$ cat src/rtl/agc_pkg.sv
// Shared types and constants for the AGC sample sequencer.
// FSM state encoding, counter sizing helper and reset-time coefficient defaults.
package agc_pkg;

    typedef enum logic [1:0] {
        IDLE  = 2'd0,
        ISSUE = 2'd1,
        WAIT  = 2'd2
    } agc_state_t;

    localparam int FILT_RST_DEF = 0;
    localparam int ERR_RST_DEF  = 0;
    localparam int R_RST_DEF    = 0;

    // Wide enough to count up to whichever of the spacing or timeout limits is larger.
    function automatic int agc_cnt_width(input int spacing, input int timeout);
        int m;
        m = (spacing > timeout) ? spacing : timeout;
        return $clog2(m + 1);
    endfunction

endpackage

$ cat src/rtl/agc_cfg_shadow.sv
// Shadow registers for AGC coefficients: writes park in a pending set, applied in one cycle when apply_en is high.
// Latency 1 cycle from pending to live outputs; a write coinciding with apply wins and stays pending.
module agc_cfg_shadow
    import agc_pkg::*;
#(
    parameter int FILTERWIDTH = 13,
    parameter int RWIDTH      = 8,
    parameter int FILT_RST    = FILT_RST_DEF,
    parameter int ERR_RST     = ERR_RST_DEF,
    parameter int R_RST       = R_RST_DEF
) (
    input  logic                   clk,
    input  logic                   rst,
    input  logic                   cfg_wr,
    input  logic [FILTERWIDTH-1:0] cfg_filter,
    input  logic [FILTERWIDTH-1:0] cfg_error,
    input  logic [RWIDTH-1:0]      cfg_rlevel,
    input  logic                   apply_en,
    output logic                   pend,
    output logic [FILTERWIDTH-1:0] agc_filter,
    output logic [FILTERWIDTH-1:0] agc_error,
    output logic [RWIDTH-1:0]      agc_rlevel
);

    logic [FILTERWIDTH-1:0] pend_filter;
    logic [FILTERWIDTH-1:0] pend_error;
    logic [RWIDTH-1:0]      pend_rlevel;

    always_ff @(posedge clk or posedge rst) begin
        if (rst) begin
            pend        <= 1'b0;
            pend_filter <= '0;
            pend_error  <= '0;
            pend_rlevel <= '0;
            agc_filter  <= FILTERWIDTH'(FILT_RST);
            agc_error   <= FILTERWIDTH'(ERR_RST);
            agc_rlevel  <= RWIDTH'(R_RST);
        end else begin
            if (cfg_wr) begin
                // A fresh write defers any apply so the newest values are the ones that land.
                pend        <= 1'b1;
                pend_filter <= cfg_filter;
                pend_error  <= cfg_error;
                pend_rlevel <= cfg_rlevel;
            end else if (apply_en && pend) begin
                pend       <= 1'b0;
                agc_filter <= pend_filter;
                agc_error  <= pend_error;
                agc_rlevel <= pend_rlevel;
            end
        end
    end

endmodule

$ cat src/rtl/agc_sample_sequencer.sv
// Paces I/Q samples into the AGC core (strobes >= SPACING apart), captures results, flags timeout/spurious.
// Result appears 1 cycle after agc_vout; s_ready low whenever a sample is in flight or config is pending.
module agc_sample_sequencer
    import agc_pkg::*;
#(
    parameter int W_IN        = 16,
    parameter int W_IN_MODULE = 26,
    parameter int FILTERWIDTH = 13,
    parameter int RWIDTH      = 8,
    parameter int SPACING     = 40,
    parameter int TIMEOUT     = 255,
    parameter int CNTW        = 16,
    parameter int FILT_RST    = FILT_RST_DEF,
    parameter int ERR_RST     = ERR_RST_DEF,
    parameter int R_RST       = R_RST_DEF
) (
    input  logic                   clk,
    input  logic                   rst,
    input  logic                   enable,
    input  logic [W_IN-1:0]        s_dataI,
    input  logic [W_IN-1:0]        s_dataQ,
    input  logic                   s_valid,
    output logic                   s_ready,
    input  logic [FILTERWIDTH-1:0] cfg_filter,
    input  logic [FILTERWIDTH-1:0] cfg_error,
    input  logic [RWIDTH-1:0]      cfg_rlevel,
    input  logic                   cfg_wr,
    output logic [W_IN-1:0]        agc_dataI,
    output logic [W_IN-1:0]        agc_dataQ,
    output logic                   agc_valid,
    output logic [FILTERWIDTH-1:0] agc_filter,
    output logic [FILTERWIDTH-1:0] agc_error,
    output logic [RWIDTH-1:0]      agc_rlevel,
    input  logic                   agc_vout,
    input  logic [W_IN_MODULE-1:0] agc_outI,
    input  logic [W_IN_MODULE-1:0] agc_outQ,
    output logic [W_IN_MODULE-1:0] m_dataI,
    output logic [W_IN_MODULE-1:0] m_dataQ,
    output logic                   m_valid,
    output logic                   busy,
    output logic                   err_timeout,
    output logic                   err_spurious,
    output logic [CNTW-1:0]        sample_cnt
);

    localparam int CW = agc_cnt_width(SPACING, TIMEOUT);
    // cnt reads 1 in the first WAIT cycle, so leaving at SPACING-2 re-strobes exactly SPACING after ISSUE.
    localparam logic [CW-1:0] SPACE_LIM = CW'(SPACING - 2);
    localparam logic [CW-1:0] TMO_LIM   = CW'(TIMEOUT - 1);

    agc_state_t    state;
    logic [CW-1:0] cnt;
    logic          done;
    logic          pend;

    assign s_ready = (state == IDLE) && enable && !pend;

    agc_cfg_shadow #(
        .FILTERWIDTH (FILTERWIDTH),
        .RWIDTH      (RWIDTH),
        .FILT_RST    (FILT_RST),
        .ERR_RST     (ERR_RST),
        .R_RST       (R_RST)
    ) u_cfg_shadow (
        .clk        (clk),
        .rst        (rst),
        .cfg_wr     (cfg_wr),
        .cfg_filter (cfg_filter),
        .cfg_error  (cfg_error),
        .cfg_rlevel (cfg_rlevel),
        .apply_en   (state == IDLE),
        .pend       (pend),
        .agc_filter (agc_filter),
        .agc_error  (agc_error),
        .agc_rlevel (agc_rlevel)
    );

    always_ff @(posedge clk or posedge rst) begin
        if (rst) begin
            state        <= IDLE;
            cnt          <= '0;
            done         <= 1'b0;
            agc_dataI    <= '0;
            agc_dataQ    <= '0;
            agc_valid    <= 1'b0;
            m_dataI      <= '0;
            m_dataQ      <= '0;
            m_valid      <= 1'b0;
            busy         <= 1'b0;
            err_timeout  <= 1'b0;
            err_spurious <= 1'b0;
            sample_cnt   <= '0;
        end else begin
            agc_valid <= 1'b0;
            m_valid   <= 1'b0;
            case (state)
                IDLE: begin
                    if (agc_vout) begin
                        err_spurious <= 1'b1;
                    end
                    if (s_valid && s_ready) begin
                        agc_dataI  <= s_dataI;
                        agc_dataQ  <= s_dataQ;
                        agc_valid  <= 1'b1;
                        busy       <= 1'b1;
                        sample_cnt <= sample_cnt + CNTW'(1);
                        state      <= ISSUE;
                    end
                end
                ISSUE: begin
                    if (agc_vout) begin
                        err_spurious <= 1'b1;
                    end
                    cnt   <= CW'(1);
                    done  <= 1'b0;
                    state <= WAIT;
                end
                WAIT: begin
                    if (agc_vout) begin
                        if (done) begin
                            err_spurious <= 1'b1;
                        end else begin
                            m_dataI <= agc_outI;
                            m_dataQ <= agc_outQ;
                            m_valid <= 1'b1;
                            done    <= 1'b1;
                        end
                    end
                    // A result arriving this cycle counts as done so the spacing limit is still met.
                    if ((done || agc_vout) && cnt >= SPACE_LIM) begin
                        busy  <= 1'b0;
                        state <= IDLE;
                    end else if (!done && !agc_vout && cnt == TMO_LIM) begin
                        err_timeout <= 1'b1;
                        busy        <= 1'b0;
                        state       <= IDLE;
                    end else if (cnt != '1) begin
                        cnt <= cnt + CW'(1);
                    end
                end
                default: begin
                    busy  <= 1'b0;
                    state <= IDLE;
                end
            endcase
        end
    end

endmodule

$ cat config.mk
export PLATFORM = sky130hd
export DESIGN_NAME = agc_sample_sequencer
export DESIGN_NICKNAME = d
export VERILOG_FILES = /design/src/rtl/agc_pkg.sv /design/src/rtl/agc_cfg_shadow.sv /design/src/rtl/agc_sample_sequencer.sv
export SDC_FILE = /design/constraint.sdc
export NUM_CORES = 1
export LEC_CHECK = 0
export BUFFER_PORTS_ARGS = -buffer_cell sky130_fd_sc_hd__clkbuf_2
export CORE_MARGIN = 5
export CORE_UTILIZATION = 48
export DETAILED_ROUTE_END_ITERATION = 7
export PLACE_DENSITY = 0.78
export SYNTH_ARGS = -nofsm -noshare
export SYNTH_HDL_FRONTEND = slang
export SYNTH_SLANG_ARGS = --single-unit
export TNS_END_PERCENT = 5
$ cat constraint.sdc
create_clock -name clk -period 14 [get_ports clk]
set_clock_uncertainty 0.05 [all_clocks]
set_input_delay 2.8 -clock clk [delete_from_list [all_inputs] [get_ports clk]]
set_output_delay 2.8 -clock clk [all_outputs]
set_load 0.02 [all_outputs]
### Word-level counts from Yosys, hierarchy flattened

Cells that the tools add are included.

| storage, ports and cells | value |
|---|---|
| word-level logic and storage cells | 88 |
| bits in registers | 185 |
| input bits | 124 |
| output and inout port bits | 140 |

| operators by class | value |
|---|---|
| add/sub/neg operators | 2 |
| $lt $le $gt $ge | 1 |
| mux-type cells | 24 |
| equal/unequal tests | 12 |
| bitwise gates (word level) | 4 |
| reduce and logical (&&, ||, !) cells | 25 |

Operators with widths:

| cell | count |
|---|---|
| $mux W8 | 3 |
| $add A16 B1 Y16 const B | 1 |
| $pmux W8 S2 | 1 |
| $mux W1 | 13 |
| $ne A2 B2 Y1 const B | 6 |
| $reduce_and A3 Y1 | 3 |
| $add A8 B1 Y8 const B | 1 |
| $eq A8 B8 Y1 const B | 1 |
| $ge A8 B6 Y1 const B | 1 |
| $ne A8 B8 Y1 const B | 1 |
| $reduce_and A2 Y1 | 4 |
| $reduce_and A4 Y1 | 2 |
| $logic_and A1 B1 Y1 | 7 |
| $mux W2 | 3 |
| $pmux W2 S3 | 1 |
| $reduce_bool A2 Y1 | 3 |
| $not A1 Y1 | 4 |
| $pmux W1 S2 | 2 |
| $logic_not A1 Y1 | 3 |
| $ne A3 B3 Y1 const B | 1 |
| $pmux W1 S3 | 1 |
| $eq A2 B1 Y1 const B | 1 |
| $eq A2 B2 Y1 const B | 1 |
| $logic_not A2 Y1 | 1 |
| 3 further kinds | 3 |

### Logic depth before layout (Yosys ltp)

| logic depth | value |
|---|---|
| depth after elaboration | 6 |
| depth in mapped cells | 8 |

### By module

From an unflattened synthesis, not the netlist that was laid out.

| second synthesis, totals | value |
|---|---|
| cell total of the unflattened synthesis | 541 |
| area, all modules | 7393.3 sq um |

Modules (own cells, without submodules):

| module | instances | seq. area each (sq um) | cells an instance | area an instance (sq um) |
|---|---|---|---|---|
| agc_sample_sequencer | 1 | 2902.8 | 393 | 4693.3 |
| agc_cfg_shadow | 1 | 1726.7 | 148 | 2700.1 |

### Worst setup path before layout

OpenSTA, ideal clock, no wires.

| timing path | value |
|---|---|
| kind | input to output |
| from | input enable |
| to | output s_ready |
| arrival | 3.184 ns |
| setup slack | 7.966 ns |
| cell stages on the path | 1 |
| data required time | 11.150 ns |
| buffers on the path | 0 |
| path through | nor4b_4 |

| between the ends | value |
|---|---|
| word-level cells in the longest chain between the ends | 2 |

RTL lines:

| item | RTL line | source |
|---|---|---|
| from (decl) | agc_sample_sequencer.sv:19 | `input logic enable,` |
| $logic_and A1 B1 Y1 (2 in series) | agc_sample_sequencer.sv:56 | `assign s_ready = (state == IDLE) && enable && !pend;` |
| to (decl) | agc_sample_sequencer.sv:23 | `output logic s_ready,` |

No other way between the ends.

### Worst setup path in the final report

Ends and elaborated chain as after synthesis.

==> flow_metrics.tcl <==
set metrics [dict create \
    status "finished, final reports clean" \
    cp.arrival_ns 3.37 \
    synth-seq-area-share_pct 64.6 \
    r2r_slack_ns 11.11 \
    gp_congestion 0.823 \
    crit_path_start "enable" \
    min_from "sample_cnt[15]" \
    wl_per_cell_um 16.5 \
    fin_setup_tns_ns 0 \
    power_density_mw_per_mm2 218 \
    max_clock_freq_mhz 161 \
    rows 44 \
    synth_fp_nets 658 \
    hold_path_end "sample_cnt[15]" \
    overflow 0 \
    min_path_type "register to register" \
    cts_buffers 17 \
    crit_top_cell "clkbuf_2" \
    critical_path_class "input pin to output port" \
    antenna_found_initial 0 \
    diodes 0 \
    first_pass_iters 4 \
    area_delta_synth_final_pct 28.1 \
    clk_path_buf_depth 2 \
    critPathSlowestCell "nor4b_4" \
    core_area_sq_mm 0.0146 \
    yosysWarnings 0 \
    port_buffers 263 \
    ys_top_cells_by_area "dfrtp_1 65%, mux2_2 18%, nand2_1 6.2%" \
    detail-route-antenna-nets 0 \
    cp-start-kind "input pin" \
    drive_gt1_share_pct 52.5 \
    drtIter0Drc 230 \
    ys_seq_elements 185 \
    fin_crit_sh_pct 44.4 \
    async_flop_share_pct 100 \
    synth_ff_type "dfrtp_1" \
    hold_viol 0 \
    cts-root-buf "clkbuf_16" \
    cp.buffers_inverters 2 \
    maxSlewViolCount 0 \
    synth_top_area_share_pct 64.6 \
    clkSinkCount 185 \
    cts_setup_buffers 0 \
    syn_area_per_cell_sq_um 13.5 \
    grtUsageTotal_pct 19.1 \
    rsz0062_at_grt "no" \
    vias 4967 \
    cp_data_required_time_ns 11.15 \
    synth_edf_count 0 \
    dieArea_sq_mm 0.0175 \
    grt_max_degree 109 \
    start_util_pct 49.1 \
    drt_wl_total_mm 16.4 \
    vdd_drop_max_uv 140 \
    cp_top_family "buffers and inverters" \
    p_leak_nw 4.69 \
    grt_pass1_wl_mm 27.4 \
    holdPathStages 1 \
    grt_pass1_vias 5377 \
    min_period_ns 6.22 \
    clk_pin_slew_worst_paths_ns 0.06 \
    cp_max_fo 4 \
    finalSetupViolCount 0 \
    tightest_slew_ns 0.983 \
    syn_inst 531 \
    post-route-drc-count 0 \
    netlist_area_sq_mm 0.00717 \
    io_pins 264 \
    n_fill_cell 1149 \
    rr_worst_depth 5 \
    viasPerCell 5.01 \
    die_w_um 132 \
    cts_tree "done" \
    r2r-start "state[1]" \
    cts_resized 0 \
    total_power_mw 2.01 \
    dieHeight_um 132 \
    num-nets-final 922 \
    ys_types 39 \
    place_hpwl_mm 12.1 \
    multi_input_area_sq_mm 0.00241 \
    r2r_end "sample_cnt[2]" \
    cap_violations 0 \
    crit_path_max_incr_delay_ns 0.26 \
    hold_buffers 0 \
    cp_cell_sequence "clkbuf_2 > nor4b_4 > clkbuf_2" \
    yosys.area.top_type "dfrtp_1" \
    clkLatencyLatePin_ns 0.42 \
    seq_area_sq_mm 0.00463 \
    relSlewSlack_pct 34.0 \
    htreeDepth 4 \
    cp-end-kind "output port" \
]
-- routing by layer --
layer  vias to the layer above  wire, um  GRT usage, %
li1                       2315         -             -
met1                      2476      6120          21.2
met2                       149      8750          34.3
met3                        27      1140          6.76
met4                         0       375          6.33
met5                         -         0             0
-- synth_stat cells, types with 3 or more instances --
master    instances
inv_1             5
buf_2            13
nand2_1         118
clkbuf_1          4
o21ai_0           5
buf_1             3
xor2_1            4
nand3_1           8
xnor2_1          11
mux2i_1           6
and3_1            3
and4_1            3
ha_1              3
mux2_1            3
nor2_1            7
nand4_1           4
a21oi_1           4
mux2_2          117
dfrtp_1         185
nand2b_1          3
-- report_power, final --
part | switching (mW) | total, mW | internal, mW
sequential | 0.123 | 0.854 | 0.732
combinational | 0.435 | 0.718 | 0.283
clock | 0.202 | 0.433 | 0.232
total | 0.759 | 2.01 | 1.25
-- layout by cell type, fill, tap and decap left out, types with 2 or more instances in the layout --
cell type / count
a21oi_1: 4
and3_1: 3
and4_1: 3
buf_4: 4
clkbuf_16: 17
clkbuf_2: 263
clkinv_2: 2
clkinv_4: 3
clkinvlp_4: 6
dfrtp_1: 185
ha_1: 3
inv_1: 4
inv_6: 3
mux2_1: 3
mux2_2: 117
mux2i_1: 6
nand2_1: 118
nand2b_1: 3
nand3_1: 8
nand4_1: 4
nor2_1: 7
nor2_2: 2
nor4b_4: 2
o21ai_0: 5
xnor2_1: 11
xor2_1: 4
-- how the worst max path moves through the flow --
stage	end	cells after the start	slack (ns)
final	s_ready	3	7.78
after CTS	s_ready	3	7.78
after floorplan	agc_dataI[0]	1	6.12
after detailed placement	s_ready	3	7.78
after global routing	s_ready	3	7.72
after global placement	s_ready	3	7.79
-- through the flow --
| stage | util [%] | cells | area, sq um | hold WS, ns | setup slack (ns) |
|---|---|---|---|---|---|
| 2_1_floorplan | - | 531 | 7170 | 0.410 | 6.12 |
| 3_3_place_gp | 59.3 | 960 | 8650 | 0.399 | 7.79 |
| 3_5_place_dp | 59.3 | 960 | 8650 | 0.409 | 7.78 |
| 4_1_cts | 63.0 | 991 | 9180 | 0.422 | 7.78 |
| 5_1_grt | 63.0 | 991 | 9180 | 0.436 | 7.72 |
| 6_report | 63.0 | 991 | 9180 | 0.420 | 7.78 |
-- cell type report --
class	count	area share, %
multi-input cells	318	26.3
repair buffers	267	14.7
well taps	184	2.51
clock buffers	18	4.78
inverters	6	0.300
clock inverters	13	1.08
flip-flops and latches	185	50.4
-- registers in the layout (all words and copies together), names as in the netlist, 16 cells and up --
| name | count |
|---|---|
| m_dataQ | 26 |
| agc_dataQ | 16 |
| agc_dataI | 16 |
| sample_cnt | 16 |
| m_dataI | 26 |
-- kinds of logic after synthesis --
kind of cell	synth area share [%]
compound gates	1.34
xor+xnor	1.83
fa+ha+maj	0.524
buf+inv	1.85
flops	64.6
mux	19.7
simple gates	10.2
-- worst register-to-register path, stage by stage (launching register included) --
cell and delay (ns):
dfrtp_1 0.60, nor4b_4 0.12, nand2_2 0.56, clkinv_1 1.02
nand2_1 0.33, xnor2_1 0.15
Note: power is estimated with default switching activity, not from simulation.
